<file path="src/rtl/iob_max_arbiter.sv">
// -----------------------------------------------------------------------------
// iob_max_arbiter
//
// Round-robin arbiter and sequencer in front of a shared byte-maximum
// reduction datapath. One requester at a time is locked onto the datapath for
// a whole burst; the running maximum byte and beat count are returned together
// with the requester ID on a single response channel.
//
// Handshake rule (both channels): a transfer happens on a rising clk edge where
// valid and ready are both high. Data is held stable by the sender while valid
// is high and ready is low. req_ready_o and resp_valid_o come from registered
// state only and never depend combinationally on req_* or resp_ready_i.
//
// Ports:
//   clk_i         system clock
//   rst_ni        asynchronous active-low reset
//   clr_i         synchronous soft abort (returns to IDLE, keeps ptr)
//   req_valid_i   per-requester beat valid             [N_REQ]
//   req_last_i    per-requester last-beat marker       [N_REQ]
//   req_data_i    packed beat data, requester i at [i*DATA_W +: DATA_W]
//   req_ready_o   per-requester beat accept, one-hot or zero
//   resp_valid_o  result available
//   resp_ready_i  result consumer accept
//   resp_id_o     requester that produced the result
//   resp_max_o    maximum byte over the burst
//   resp_cnt_o    number of beats in the burst, saturating
//   busy_o        high in any state other than IDLE
//   state_o       FSM state (0 IDLE, 1 BURST, 2 RESP) for observation
// -----------------------------------------------------------------------------
module iob_max_arbiter #(
    parameter int N_REQ  = 4,
    parameter int ID_W   = 2,
    parameter int DATA_W = 32,
    parameter int CNT_W  = 16
) (
    input  logic                      clk_i,
    input  logic                      rst_ni,
    input  logic                      clr_i,
    input  logic [N_REQ-1:0]          req_valid_i,
    input  logic [N_REQ-1:0]          req_last_i,
    input  logic [N_REQ*DATA_W-1:0]   req_data_i,
    output logic [N_REQ-1:0]          req_ready_o,
    output logic                      resp_valid_o,
    input  logic                      resp_ready_i,
    output logic [ID_W-1:0]           resp_id_o,
    output logic [7:0]                resp_max_o,
    output logic [CNT_W-1:0]          resp_cnt_o,
    output logic                      busy_o,
    output logic [1:0]                state_o
);

    localparam int NBYTES = DATA_W / 8;

    typedef enum logic [1:0] {
        ST_IDLE  = 2'd0,
        ST_BURST = 2'd1,
        ST_RESP  = 2'd2
    } state_t;

    state_t             state_q;
    logic [ID_W-1:0]    ptr_q;
    logic [ID_W-1:0]    g_q;
    logic [7:0]         acc_q;
    logic [CNT_W-1:0]   cnt_q;
    logic [N_REQ-1:0]   req_ready_q;
    logic               resp_valid_q;
    logic               busy_q;

    // ------------------------------------------------------------------
    // Arbitration: rotate the valid vector so bit 0 corresponds to ptr,
    // pick the first set bit, then map back to an absolute index.
    // ------------------------------------------------------------------
    logic [N_REQ-1:0]   rot_valid;
    logic [ID_W-1:0]    pick;
    logic               any_valid;
    int                 pick_abs;
    logic               pick_found;

    assign rot_valid = N_REQ'({req_valid_i, req_valid_i} >> ptr_q);
    assign any_valid = |req_valid_i;

    always_comb begin
        pick_abs   = 0;
        pick_found = 1'b0;
        for (int k = 0; k < N_REQ; k++) begin
            if (!pick_found && rot_valid[k]) begin
                pick_found = 1'b1;
                pick_abs   = int'(ptr_q) + k;
                if (pick_abs >= N_REQ) begin
                    pick_abs = pick_abs - N_REQ;
                end
            end
        end
        pick = ID_W'(pick_abs);
    end

    // ------------------------------------------------------------------
    // Granted-requester view: only the current owner's lines are looked at.
    // ------------------------------------------------------------------
    logic [DATA_W-1:0]  gnt_data;
    logic               gnt_valid;
    logic               gnt_last;

    always_comb begin
        gnt_data  = '0;
        gnt_valid = 1'b0;
        gnt_last  = 1'b0;
        for (int i = 0; i < N_REQ; i++) begin
            if (ID_W'(i) == g_q) begin
                gnt_data  = req_data_i[i*DATA_W +: DATA_W];
                gnt_valid = req_valid_i[i];
                gnt_last  = req_last_i[i];
            end
        end
    end

    // Single-level byte maximum of the granted beat (unsigned).
    logic [7:0] beat_max;

    always_comb begin
        beat_max = '0;
        for (int b = 0; b < NBYTES; b++) begin
            if (gnt_data[b*8 +: 8] > beat_max) begin
                beat_max = gnt_data[b*8 +: 8];
            end
        end
    end

    logic               beat_fire;
    logic [7:0]         acc_d;
    logic [CNT_W-1:0]   cnt_d;
    logic [ID_W-1:0]    ptr_d;

    assign beat_fire = (state_q == ST_BURST) && gnt_valid;
    assign acc_d     = (beat_max > acc_q) ? beat_max : acc_q;
    assign cnt_d     = (cnt_q == {CNT_W{1'b1}}) ? cnt_q : cnt_q + 1'b1;
    assign ptr_d     = (g_q == ID_W'(N_REQ - 1)) ? '0 : g_q + 1'b1;

    // ------------------------------------------------------------------
    // Sequencer. clr is checked before the state cases so it beats a
    // last beat or a response handshake in the same cycle.
    // ------------------------------------------------------------------
    always_ff @(posedge clk_i or negedge rst_ni) begin
        if (!rst_ni) begin
            state_q      <= ST_IDLE;
            ptr_q        <= '0;
            g_q          <= '0;
            acc_q        <= '0;
            cnt_q        <= '0;
            req_ready_q  <= '0;
            resp_valid_q <= 1'b0;
            busy_q       <= 1'b0;
        end else if (clr_i) begin
            state_q      <= ST_IDLE;
            g_q          <= '0;
            acc_q        <= '0;
            cnt_q        <= '0;
            req_ready_q  <= '0;
            resp_valid_q <= 1'b0;
            busy_q       <= 1'b0;
        end else begin
            case (state_q)
                ST_IDLE: begin
                    if (any_valid) begin
                        state_q     <= ST_BURST;
                        g_q         <= pick;
                        acc_q       <= '0;
                        cnt_q       <= '0;
                        req_ready_q <= N_REQ'(1) << pick;
                        busy_q      <= 1'b1;
                    end
                end
                ST_BURST: begin
                    if (beat_fire) begin
                        acc_q <= acc_d;
                        cnt_q <= cnt_d;
                        if (gnt_last) begin
                            state_q      <= ST_RESP;
                            req_ready_q  <= '0;
                            resp_valid_q <= 1'b1;
                        end
                    end
                end
                ST_RESP: begin
                    if (resp_ready_i) begin
                        state_q      <= ST_IDLE;
                        resp_valid_q <= 1'b0;
                        busy_q       <= 1'b0;
                        ptr_q        <= ptr_d;
                    end
                end
                default: begin
                    state_q      <= ST_IDLE;
                    req_ready_q  <= '0;
                    resp_valid_q <= 1'b0;
                    busy_q       <= 1'b0;
                end
            endcase
        end
    end

    assign req_ready_o  = req_ready_q;
    assign resp_valid_o = resp_valid_q;
    assign resp_id_o    = g_q;
    assign resp_max_o   = acc_q;
    assign resp_cnt_o   = cnt_q;
    assign busy_o       = busy_q;
    assign state_o      = state_q;

endmodule

</file>
<file path="config.mk">
export PLATFORM = sky130hd
export DESIGN_NAME = iob_max_arbiter
export DESIGN_NICKNAME = d
export VERILOG_FILES = /design/src/rtl/iob_max_arbiter.sv
export SDC_FILE = /design/constraint.sdc
export NUM_CORES = 1
export LEC_CHECK = 0
export BUFFER_PORTS_ARGS = -buffer_cell sky130_fd_sc_hd__clkbuf_2
export CAP_MARGIN = 20
export CORE_UTILIZATION = 30
export CTS_BUF_LIST = sky130_fd_sc_hd__clkbuf_4 sky130_fd_sc_hd__clkbuf_8
export DETAILED_ROUTE_END_ITERATION = 6
export PLACE_DENSITY = 0.62
export SYNTH_ARGS = -nofsm -noshare
export SYNTH_HDL_FRONTEND = slang
export SYNTH_SLANG_ARGS = --single-unit
</file>
<file path="constraint.sdc">
create_clock -name clk_i -period 12.6 [get_ports clk_i]
set_clock_uncertainty 0.05 [all_clocks]
set_input_delay 1.89 -clock clk_i [delete_from_list [all_inputs] [get_ports clk_i]]
set_output_delay 1.89 -clock clk_i [all_outputs]
set_load 0.05 [all_outputs]
</file>
Word-level counts from Yosys, hierarchy flattened
Index checks and enable logic that the tools add are counted.
Storage, ports and cells
  flip-flop bits (word level): 36
  output and inout bits: 34
  bits of input ports: 140
  word-level logic and storage cells: 126
Cells by class
  bitwise logic cells: 1
  $lt $le $gt $ge: 9
  mux-type cells: 60
  reduce and logical (&&, ||, !) cells: 21
  add/sub/neg operators: 9
  eq/ne operators: 16
  shifts and indexed selects: 2
Operators with widths (number)
  32-bit two-way mux: 4
  16-bit two-way mux: 4
  8-bit two-way mux: 8
  2-bit two-way mux: 17
  8-bit greater-than comparator: 4
  16-bit one-hot mux with 2 select lines: 1
  4-bit AND reduction: 5
  1-bit two-way mux: 17
  16-bit by 1-bit adder with 16-bit output (second input constant): 1
  16-bit == test (second input constant): 1
  4-bit two-way mux: 4
  8-bit one-hot mux with 2 select lines: 1
  3-bit inequality test (second input constant): 5
  4-bit one-hot mux with 3 select lines: 1
  3-bit greater-or-equal comparator (second input constant): 3
  8-bit by 1-bit greater-than comparator with 1-bit output (second input constant): 1
  8-bit by 2-bit right shift with 4-bit output: 1
  2-bit by 1-bit subtractor with 2-bit output (second input constant): 4
  2-bit by 2-bit adder with 3-bit output (second input constant): 2
  2-bit inequality test (second input constant): 3
  1-bit one-hot mux with 3 select lines: 2
  2-bit one-hot mux with 3 select lines: 1
  3-bit AND reduction: 2
  2-bit == test (first input constant): 2
  other kinds (16): 24

Longest topological paths before layout
Gate-level depths: netlist (run 1).
  depth in word-level cells: 18
  depth in mapped cells: 39
  gate-level depth less buffers: 33

Least setup slack after synthesis (run 1)
Ideal clock, no wire load.
  kind: input port to flip-flop
  from: input req_data_i[41]
  to: register acc_q[0] (netlist: resp_max_o[0])
  path slack: 4.311 ns
  data arrival time: 8.148 ns
  required time: 12.460 ns
  library setup time: 0.090 ns
  path buffers: 4
  cell stages on the path: 33
  path through: a221o_1 > a22oi_1 > inv_1 > ha_1 > nor2b_1 > o211ai_1 > a21oi_1 > o22ai_2 > mux2_2 > ha_1 > a211oi_2 > nor2_2 > nor4bb_1 > buf_4 > nor2_4 > o21a_1 > ha_1 > nor2b_1 > o211ai_1 > a21oi_1 > o22a_1 > clkbuf_1 > or2_2 > clkbuf_1 > o21ai_0 > ha_1 > nand4_1 > nand2b_1 > a21oi_1 > o2111ai_2 > or3_1 > buf_6 > o221ai_1
Between the ends
  cells in the longest elaborated chain, start to end: 13
  elaborated cells on any way between the ends: 16
  classes of those cells: order compare: 4; eq/ne: 1; mux: 10; reduce/logical: 1
RTL lines
  start, declared: line 41  | input logic [N_REQ*DATA_W-1:0] req_data_i,
  32-bit two-way mux * (3 in a row): line 109  | if (ID_W'(i) == g_q) begin
  8-bit greater-than comparator: line 123  | if (gnt_data[b*8 +: 8] > beat_max) begin
  8-bit two-way mux *: line 123
  8-bit greater-than comparator: line 123
  8-bit two-way mux *: line 123
  8-bit greater-than comparator: line 123
  8-bit two-way mux *: line 123
  parallel branches: the longest is 4 deep, another holds 8-bit greater-than comparator
  end signal, assigned: line 156  | acc_q <= '0;
  end signal, assigned: line 167  | acc_q <= '0;
  end signal, assigned: line 175  | acc_q <= acc_d;
  end, declared: line 63  | logic [7:0] acc_q;
Mark *: on every way between the ends. The select of a mux whose other input is x is not followed.
A chain may end at the register's enable or synchronous reset.

Final worst setup path (run 1)
  from: input req_data_i[41]
  to: register acc_q[6] (netlist: resp_max_o[6])
Same word-level chain as after synthesis.

==> run summary, run 1 <==
* 32 — number of cells traversed by the worst register-to-register path
* register — Critical Path Sink Type
* 56 — pin count of the biggest net entering global routing
* sky130_fd_sc_hd__dfrtp_1, sky130_fd_sc_hd__ha_1, sky130_fd_sc_hd__a21oi_1, sky130_fd_sc_hd__o21a_1, sky130_fd_sc_hd__nand2_1 — Synth area leaders
* 13.6 mm — wire length reported by the detailed router
* sky130_fd_sc_hd__ha_1 — cell repeated most along the worst path
* 290 ps — source-to-sink clock delay at the later pin of the worst-skew pair
* 684 — net count after synthesis
* yes — CTS tree
* 119 um — die width
* resp_max_o[6] — endpoint of the most critical register-to-register path
* 8.13 um^2 — mean post-synth cell area
* 16.3 um — wire length per cell
* 0.00412 mm^2 — cell area after synthesis
* req_data_i[41] — Crit. Startpoint
* 187 — detailed router's first-iteration violation count
* 838 — number of nets in the finished design
* 21.8% — area share of the leading cell type in the synthesized netlist
* 0.890 — Placer Congestion
* sky130_fd_sc_hd__dfrtp_1 — Most used DFF post-synth
* 507 — cell count after synthesis
* 12740 ps — required time at the worst-slack endpoint
* sky130_fd_sc_hd__dfrtp_1 — Yosys top cell by area
* input port — element type at the critical path start
* 5 — cts bufs inserted
* false — setup repair after global routing missed its margin
* in -> reg — worst setup path category
* 3190 ps — reg-to-reg slack, setup
* 0 — number of antenna violations at the first check in global routing
* sky130_fd_sc_hd__clkbuf_8 — CTS Root Cell
* 0.0142 mm^2 — Total Die Area
* 21.8% — part of the Yosys area used for sequential elements
* resp_id_o[0] — worst reg2reg startpoint
* 0 — Detail Route Antenna Nets
* 174 — number of top-level pins
* 0 ps — final sum of negative setup slack
* 0 — Final Max Slew Viols
* 66 — library cells used by synthesis
* 1399 — fill cell instance count of the final layout
* 100% — Async S/R FF share, synth
* 18.7% — All-Layer GR Usage
* 4380 — via count of the first global-routing pass
* 42 — total number of placement rows
* 4495 — via count
* 0 — final count of hold timing violations
* 21.6 mm — first-pass GRT wire length
* 0 — DRC viols
* 0 — post-cts resize count
* 36 — post-synthesis register bit count
* 29.4% — tightest slew margin relative to the limit
* 119 um — y dimension of the die
* 74.9% — ratio of final minimum period to clock period
* 0 — Synth warnings
* 1 — Hold Path Depth
* 10 — CP Max Fanout
* 1040 ps — Worst-Margin Slew
* 5.36 — post-DR vias/cell
* sky130_fd_sc_hd__nor4bb_1 — cell type of the slowest stage on the worst timing path
* 9570 ps — data arrival time of the critical path
* 9430 ps — clock period minus final worst setup slack
* 36 — CTS sink count
* 4 — number of iterations in the first detailed-routing pass
* 173 — number of port buffers
* sky130_fd_sc_hd__a21oi_1 — cell with the most instances after synthesis
* 0.106 GHz — fmax
* 10.9 mm — detailed placer's ending HPWL
* 0.0133 mm^2 — core area
* 890 ps — delay of the slowest critical-path stage
* reg -> reg — path type of the worst min-delay path
* 0 — grt total ovfl
* req_ready_o[0] — worst-case hold path end point
* 2 — Clock H-tree levels
* 2 — clock buffer depth
* 26.4% — Syn-to-layout area delta
* sky130_fd_sc_hd__a21oi_1, sky130_fd_sc_hd__nand2_1, sky130_fd_sc_hd__nor2_1 — Synth top cells by count
* 0 — EDFF count, synth
* 0 — Max-Cap Viols
* 0 — number of diodes added for antenna fixing
* 0 — # hold bufs at CTS
* 39.1% — final design utilization
* 30.9% — initial cell density of the core
* 70 ps — clock-pin slew reported for the worst setup and hold paths after clock tree synthesis
* 0 — count of final setup violators
* completed — status
* req_ready_o[0] — startpoint of the lowest-slack hold path
* 0 — Post CTS Setup Buffer Count
* 33.5% — share of post-route cells with drive strength above 1
worst max path at each step:
stage                     to  cells past startpoint  slack, ps
3_5_place_dp   resp_max_o[6]                     30       3060
5_1_grt        resp_max_o[6]                     32       2440
6_report       resp_max_o[6]                     30       3170
4_1_cts        resp_max_o[6]                     32       3310
2_1_floorplan  resp_max_o[0]                     33       4310
3_3_place_gp   resp_max_o[7]                     30       3330
logic make-up after synthesis:
group / Yosys count / share of synthesized area (%)
compound gates: 174 / 30.9
simple gates: 164 / 21.4
buf+inv: 63 / 6.64
fa+ha+maj: 37 / 11.2
flops: 36 / 21.8
mux: 20 / 5.25
xor+xnor: 13 / 2.76
metrics by stage:
step	area [um^2]	cells	setup slack (ps)	hold WS [ps]
after detailed placement	5090	829	3060	433
final	5210	838	3170	453
after global routing	5210	838	2440	481
after CTS	5190	837	3310	458
after global placement	5090	829	3330	431
after floorplan	4120	507	4310	420
flip-flops by register name, summed over array words and instances (netlist names):
register,flops
busy_o,1
ptr_q,2
req_ready_o,4
resp_cnt_o,16
resp_id_o,2
resp_max_o,8
resp_valid_o,1
state_o,2
cells in the final DEF, fill, tap and decap left out, types with 16 or more instances in the layout:
cell,count
sky130_fd_sc_hd__nor3_1,16
sky130_fd_sc_hd__a21oi_1,40
sky130_fd_sc_hd__o21ai_0,27
sky130_fd_sc_hd__nand2_1,39
sky130_fd_sc_hd__o21a_1,21
sky130_fd_sc_hd__ha_1,36
sky130_fd_sc_hd__nor2_1,39
sky130_fd_sc_hd__clkbuf_2,173
sky130_fd_sc_hd__dfrtp_1,36
sky130_fd_sc_hd__inv_1,32
sky130_fd_sc_hd__nand3_1,16
worst max-delay path: cells and delay by family:
kind	cells	cell delay [ps]
AND/OR/NAND/NOR	8	2330
adder cells (fa/ha/maj)	4	1260
AO/OA/AOI/OAI	14	3160
multiplexers	2	770
buffers and inverters	2	160
metal layers:
metal  track usage (%)  share of wire (%)  vias up
met1              23.3                 43     2101
met5                 0                  0        -
met4              3.48               0.95        0
li1                  -                  -     2208
met2              34.0                 49      174
met3              2.78                7.1       12
final cells by class:
| type | count | area (um^2) | share of cell area (%) |
|---|---|---|---|
| multi-input combinational | 408 | 2950 | 56.6 |
| timing repair buffer | 178 | 923 | 17.7 |
| sequential | 36 | 901 | 17.3 |
| tap | 176 | 220 | 4.22 |
| inverter | 32 | 120 | 2.30 |
| clock buffer | 8 | 97.6 | 1.87 |
Power of run 1 is left out: the tool's default activity adds up to more than one toggle a clock period on the data nets, which glitch-free logic cannot reach.
==> run 2, diff against run 1 <==
==> constraint.sdc (replaced) <==
create_clock -name clk_i -period 9.2 [get_ports clk_i]
set_clock_uncertainty 0.05 [all_clocks]
set_input_delay 1.38 -clock clk_i [delete_from_list [all_inputs] [get_ports clk_i]]
set_output_delay 1.38 -clock clk_i [all_outputs]
set_load 0.05 [all_outputs]
==> run summary, run 2 (synthesized netlist as in run 1, its figures left out) <==
* 0.0133 mm^2 — core area, unchanged
* 0 — DRC viols, unchanged
* 55 — pin count of the biggest net entering global routing, -1.8%
* 119 um — y dimension of the die, unchanged
* resp_max_o[4] — endpoint of the most critical register-to-register path
* 833 — Cells after DPL, +0.48%
* 0 — Max-Cap Viols, unchanged
* register — Critical Path Sink Type
* 89.8% — ratio of final minimum period to clock period
* 174 — number of top-level pins, unchanged
* 246 — detailed router's first-iteration violation count, +32%
* input port — element type at the critical path start
* resp_id_o[0] — worst reg2reg startpoint
* 0 — # hold bufs at CTS, unchanged
* 0.906 — Placer Congestion, +1.9%
* false — setup repair after global routing missed its margin
* 4533 — via count, +0.85%
* 960 ps — reg-to-reg slack, setup, -2230 ps
* sky130_fd_sc_hd__clkbuf_2 — most common library cell in the layout ignoring fill and taps
* 0 ps — final sum of negative setup slack, unchanged
* 173 — number of port buffers, unchanged
* 0.121 GHz — fmax
* 8410 ps — data arrival time of the critical path, -1160 ps
* req_ready_o[0] — startpoint of the lowest-slack hold path
* 13.8 mm — wire length reported by the detailed router, +0.80%
* 11.2 mm — detailed placer's ending HPWL, +2.5%
* 39.0% — tightest slew margin relative to the limit, +9.6 points
* 915 ps — Worst-Margin Slew, -130 ps
* 8270 ps — clock period minus final worst setup slack
* 0 — final count of hold timing violations, unchanged
* 841 — number of nets in the finished design, +0.36%
* 33.8% — share of post-route cells with drive strength above 1, +0.30 points
* sky130_fd_sc_hd__clkbuf_8 — CTS Root Cell
* 9340 ps — required time at the worst-slack endpoint, -3400 ps
* 5 — number of iterations in the first detailed-routing pass, +1
* 26.5% — Syn-to-layout area delta, about the same
* 80 ps — clock-pin slew reported for the worst setup and hold paths after clock tree synthesis, about the same
* 22.0 mm — first-pass GRT wire length, +2.0%
* 2 — crit path buf inv count, unchanged
* 0 — post-cts resize count, unchanged
* in -> reg — worst setup path category
* sky130_fd_sc_hd__clkbuf_2, sky130_fd_sc_hd__a21oi_1, sky130_fd_sc_hd__nor2_1, sky130_fd_sc_hd__nand2_1 — commonest cells after routing, fill and taps aside
* 0.00512 mm^2 — cell area after placement, +0.59%
* 119 um — die width, unchanged
* req_ready_o[0] — worst-case hold path end point
* 30.9% — initial cell density of the core, unchanged
* 16.4 um — wire length per cell, +0.44%
* 33 — number of cells traversed by the worst register-to-register path, +3.1%
* 42 — total number of placement rows, unchanged
* sky130_fd_sc_hd__or3_1 — cell type of the slowest stage on the worst timing path
* 0 — number of antenna violations at the first check in global routing, unchanged
* 2 — Clock H-tree levels, unchanged
* 841 — number of cells in the finished layout apart from fillers, +0.36%
* 16 — number of flip-flops in the largest register, unchanged
* yes — CTS tree
* sky130_fd_sc_hd__ha_1 — cell repeated most along the worst path
* 4583 — via count of the first global-routing pass, +4.6%
* compound AO/OA/AOI/OAI gates — Worst path top cell family by delay
* 5.39 — post-DR vias/cell, +0.49%
* 1 — Hold Path Depth, unchanged
* 0 — number of diodes added for antenna fixing, unchanged
* reg -> reg — path type of the worst min-delay path
* 0 — grt total ovfl, unchanged
* 0.0142 mm^2 — Total Die Area, unchanged
* 36 — CTS sink count, unchanged
* 0 — Final Max Slew Viols, unchanged
* 5 — cts bufs inserted, unchanged
* completed — status
* 19.1% — All-Layer GR Usage, +0.38 points
* 0 — count of final setup violators, unchanged
* 0.00522 mm^2 — area of all placed cells without fillers, about the same
* 2 — clock buffer depth, unchanged
* 290 ps — source-to-sink clock delay at the later pin of the worst-skew pair, about the same
* 570 ps — delay of the slowest critical-path stage, -320 ps
* 0 — Post CTS Setup Buffer Count, unchanged
* 0 — Detail Route Antenna Nets, unchanged
* 10 — CP Max Fanout, unchanged
## run 2: changes by cell type in the layout (fill, tap and decap cells not counted)
| cell | change |
|---|---|
| sky130_fd_sc_hd__buf_4 | +4 |
| sky130_fd_sc_hd__clkbuf_4 | -2 |
| sky130_fd_sc_hd__clkinvlp_4 | +2 |
| sky130_fd_sc_hd__buf_16 | -1 |
## run 2: metal layers
layer	part of all wire, %	routed length, um	GRT usage [%]
met3	6.3	860	3.16
met1	44	6040	22.8
met4	0.83	114	3.48
met2	49	6730	35.7
met5	0	0	0
## run 2: cell type report
type / instances / area (um^2)
clock buffer: 6 / 82.6
fill: 1387 / 8130
sequential: 36 / 901
clock inverter: 2 / 15.0
multi-input combinational: 408 / 2950
tap: 176 / 220
inverter: 32 / 120
timing repair buffer: 181 / 926
## run 2: stage by stage
step	utilization [%]	setup slack (ps)	hold WS, ps
global placement	38.3	902	434
detailed placement	38.3	647	438
CTS	39.1	905	468
floorplan	-	1380	420
global route	39.1	299	484
finish	39.1	934	461
## run 2: how the worst max path moves through the flow
stage / startpoint / end / cells past startpoint
floorplan: resp_id_o[0] / resp_max_o[0] / 37
global placement: req_data_i[41] / resp_max_o[6] / 31
detailed placement: req_data_i[41] / resp_max_o[1] / 30
CTS: resp_id_o[0] / resp_max_o[4] / 33
global route: resp_id_o[0] / resp_max_o[4] / 33
finish: req_data_i[41] / resp_max_o[4] / 30
## run 2: worst reg2reg max path: cells and delay by family (launching register included)
kind	cells	cell delay [ps]
AO/OA/AOI/OAI	14	3060
AND/OR/NAND/NOR	11	2530
adder cells (fa/ha/maj)	5	1220
flip-flops	1	460
multiplexers	1	450
buffers and inverters	2	350
Power of run 2 is left out for the same reason.
==> run 3, diff against run 2 <==
--- a/config.mk
+++ b/config.mk
@@ -6,10 +6,10 @@
 export NUM_CORES = 1
 export LEC_CHECK = 0
 export BUFFER_PORTS_ARGS = -buffer_cell sky130_fd_sc_hd__clkbuf_2
-export CAP_MARGIN = 20
 export CORE_UTILIZATION = 30
 export CTS_BUF_LIST = sky130_fd_sc_hd__clkbuf_4 sky130_fd_sc_hd__clkbuf_8
 export DETAILED_ROUTE_END_ITERATION = 6
+export GPL_TIMING_DRIVEN = 0
 export PLACE_DENSITY = 0.62
 export SYNTH_ARGS = -nofsm -noshare
 export SYNTH_HDL_FRONTEND = slang
==> run summary, run 3 (synthesized netlist as in run 1, its figures left out) <==
* completed — status
* 1451 — fill cell instance count of the final layout, +4.6%
* register — Critical Path Sink Type
* 0.0142 mm^2 — Total Die Area, unchanged
* sky130_fd_sc_hd__clkbuf_2, sky130_fd_sc_hd__a21oi_1, sky130_fd_sc_hd__nor2_1, sky130_fd_sc_hd__nand2_1, sky130_fd_sc_hd__ha_1 — commonest cells after routing, fill and taps aside
* 0.921 — Placer Congestion, +1.6%
* 0.00520 mm^2 — cell area after placement, +1.7%
* register — element type at the critical path start
* 42 — total number of placement rows, unchanged
* 901 um^2 — Sequential cell area, unchanged
* 9340 ps — required time at the worst-slack endpoint, about the same
* 5 — number of iterations in the first detailed-routing pass, unchanged
* yes — CTS tree
* 16.0 um — wire length per cell, -2.0%
* 119 um — y dimension of the die, unchanged
* compound AO/OA/AOI/OAI gates — Worst path top cell family by delay
* 4508 — via count, -0.55%
* 0 — Max-Cap Viols, unchanged
* sky130_fd_sc_hd__clkbuf_8 — CTS Root Cell
* 0 — Final Max Slew Viols, unchanged
* 11.5 mm — detailed placer's ending HPWL, +3.0%
* 13.8 mm — wire length reported by the detailed router, +0.47%
* 900 ps — Worst-Margin Slew, -15.1 ps
* 862 — number of nets in the finished design, +2.5%
* 40.0% — tightest slew margin relative to the limit, +1.0 points
* 8670 ps — data arrival time of the critical path, +260 ps
* reg -> reg — worst setup path category
* 32.9% — share of post-route cells with drive strength above 1, -0.89 points
* 37 — pin count of the biggest net entering global routing, -33%
* false — setup repair after global routing missed its margin
* 0 — count of final setup violators, unchanged
* 460 ps — delay of the slowest critical-path stage, -110 ps
* 119 um — die width, unchanged
* 196 — detailed router's first-iteration violation count, -20%
* sky130_fd_sc_hd__dfrtp_1 — cell type of the slowest stage on the worst timing path
* 10 — CP Max Fanout, unchanged
* 0 — number of antenna violations at the first check in global routing, unchanged
* 5 — cts bufs inserted, unchanged
* 172 — number of port buffers, -0.58%
* 8530 ps — clock period minus final worst setup slack, +264 ps
* 0 ps — final sum of negative setup slack, unchanged
* sky130_fd_sc_hd__ha_1 — cell repeated most along the worst path
* 0 — # hold bufs at CTS, unchanged
* 2 — Clock H-tree levels, unchanged
* 174 — number of top-level pins, unchanged
* 0.00530 mm^2 — area of all placed cells without fillers, +1.6%
* 19.2% — All-Layer GR Usage, +0.15 points
* reg -> reg — path type of the worst min-delay path
* 290 ps — source-to-sink clock delay at the later pin of the worst-skew pair, about the same
* 0 — Detail Route Antenna Nets, unchanged
* 30.9% — initial cell density of the core, unchanged
* 670 ps — reg-to-reg slack, setup, -290 ps
* 0 — grt total ovfl, unchanged
* 0.00296 mm^2 — total area of multi-input combinational cells, +0.17%
* 2 — clock buffer depth, unchanged
* 5.23 — post-DR vias/cell, -3.0%
* 6 — crit path buf inv count, +4
* 0 — number of diodes added for antenna fixing, unchanged
* sky130_fd_sc_hd__clkbuf_2 — most common library cell in the layout ignoring fill and taps
* 16 — number of flip-flops in the largest register, unchanged
* 80 ps — clock-pin slew reported for the worst setup and hold paths after clock tree synthesis, about the same
* 22.0 mm — first-pass GRT wire length, +0.19%
* 4349 — via count of the first global-routing pass, -5.1%
* 0.117 GHz — fmax, -3.1%
* 0.0133 mm^2 — core area, unchanged
* 0 — DRC viols, unchanged
* 28.5% — Syn-to-layout area delta
* 92.7% — ratio of final minimum period to clock period, +2.9 points
* 0 — final count of hold timing violations, unchanged
* 36 — CTS sink count, unchanged
[run 3: changes by cell type in the layout (fill, tap and decap cells not counted), sizes merged]
cell    before  now
clkinv       0    1
buf          8   14
clkbuf     179  193
[run 3: final timing paths]
kind | from | endpoint | cells after the start
worst max-delay path | resp_id_o[0] | resp_max_o[1] | 36
worst min-delay path | req_ready_o[3] | req_ready_o[3] | 1
min in group asynchronous | rst_ni | resp_cnt_o[4] | 1
max in group asynchronous | rst_ni | resp_max_o[7] | 1
worst max register to register | resp_id_o[0] | resp_max_o[1] | 36
worst min register to register | req_ready_o[3] | req_ready_o[3] | 1
[run 3: what timing repair did]
| action | in CTS | in global routing |
|---|---|---|
| resized for setup | 0 | 1 |
| setup buffers | 0 | 0 |
| endpoints found under the hold margin | 0 | 0 |
| endpoints found under the setup margin | 0 | 8 |
[run 3: through the flow]
step | cells | setup WS (ps) | utilization, % | hold slack [ps]
after floorplan | 507 | 1380 | - | 420
final | 862 | 671 | 39.7 | 452
after global placement | 855 | 485 | 39.0 | 438
after CTS | 863 | 477 | 39.7 | 457
after detailed placement | 855 | 460 | 39.0 | 427
after global routing | 862 | 26.4 | 39.7 | 479
[run 3: cell type report]
cell class                 count  area share [%]
clock buffer                   5            1.30
timing repair buffer         172            16.2
sequential                    36            17.0
buffer                        30            2.83
tap                          176            4.15
multi-input combinational    408            55.8
clock inverter                 3           0.448
inverter                      32            2.27
[run 3: per-layer routing]
metal  wire, um  GRT usage [%]  vias to the layer above
met5          0              0                        -
met4        185           4.03                        0
met3        823           2.83                       14
met2       6600           34.0                      173
met1       6210           24.5                     2067
li1           -              -                     2254
Power of run 3 is left out for the same reason.
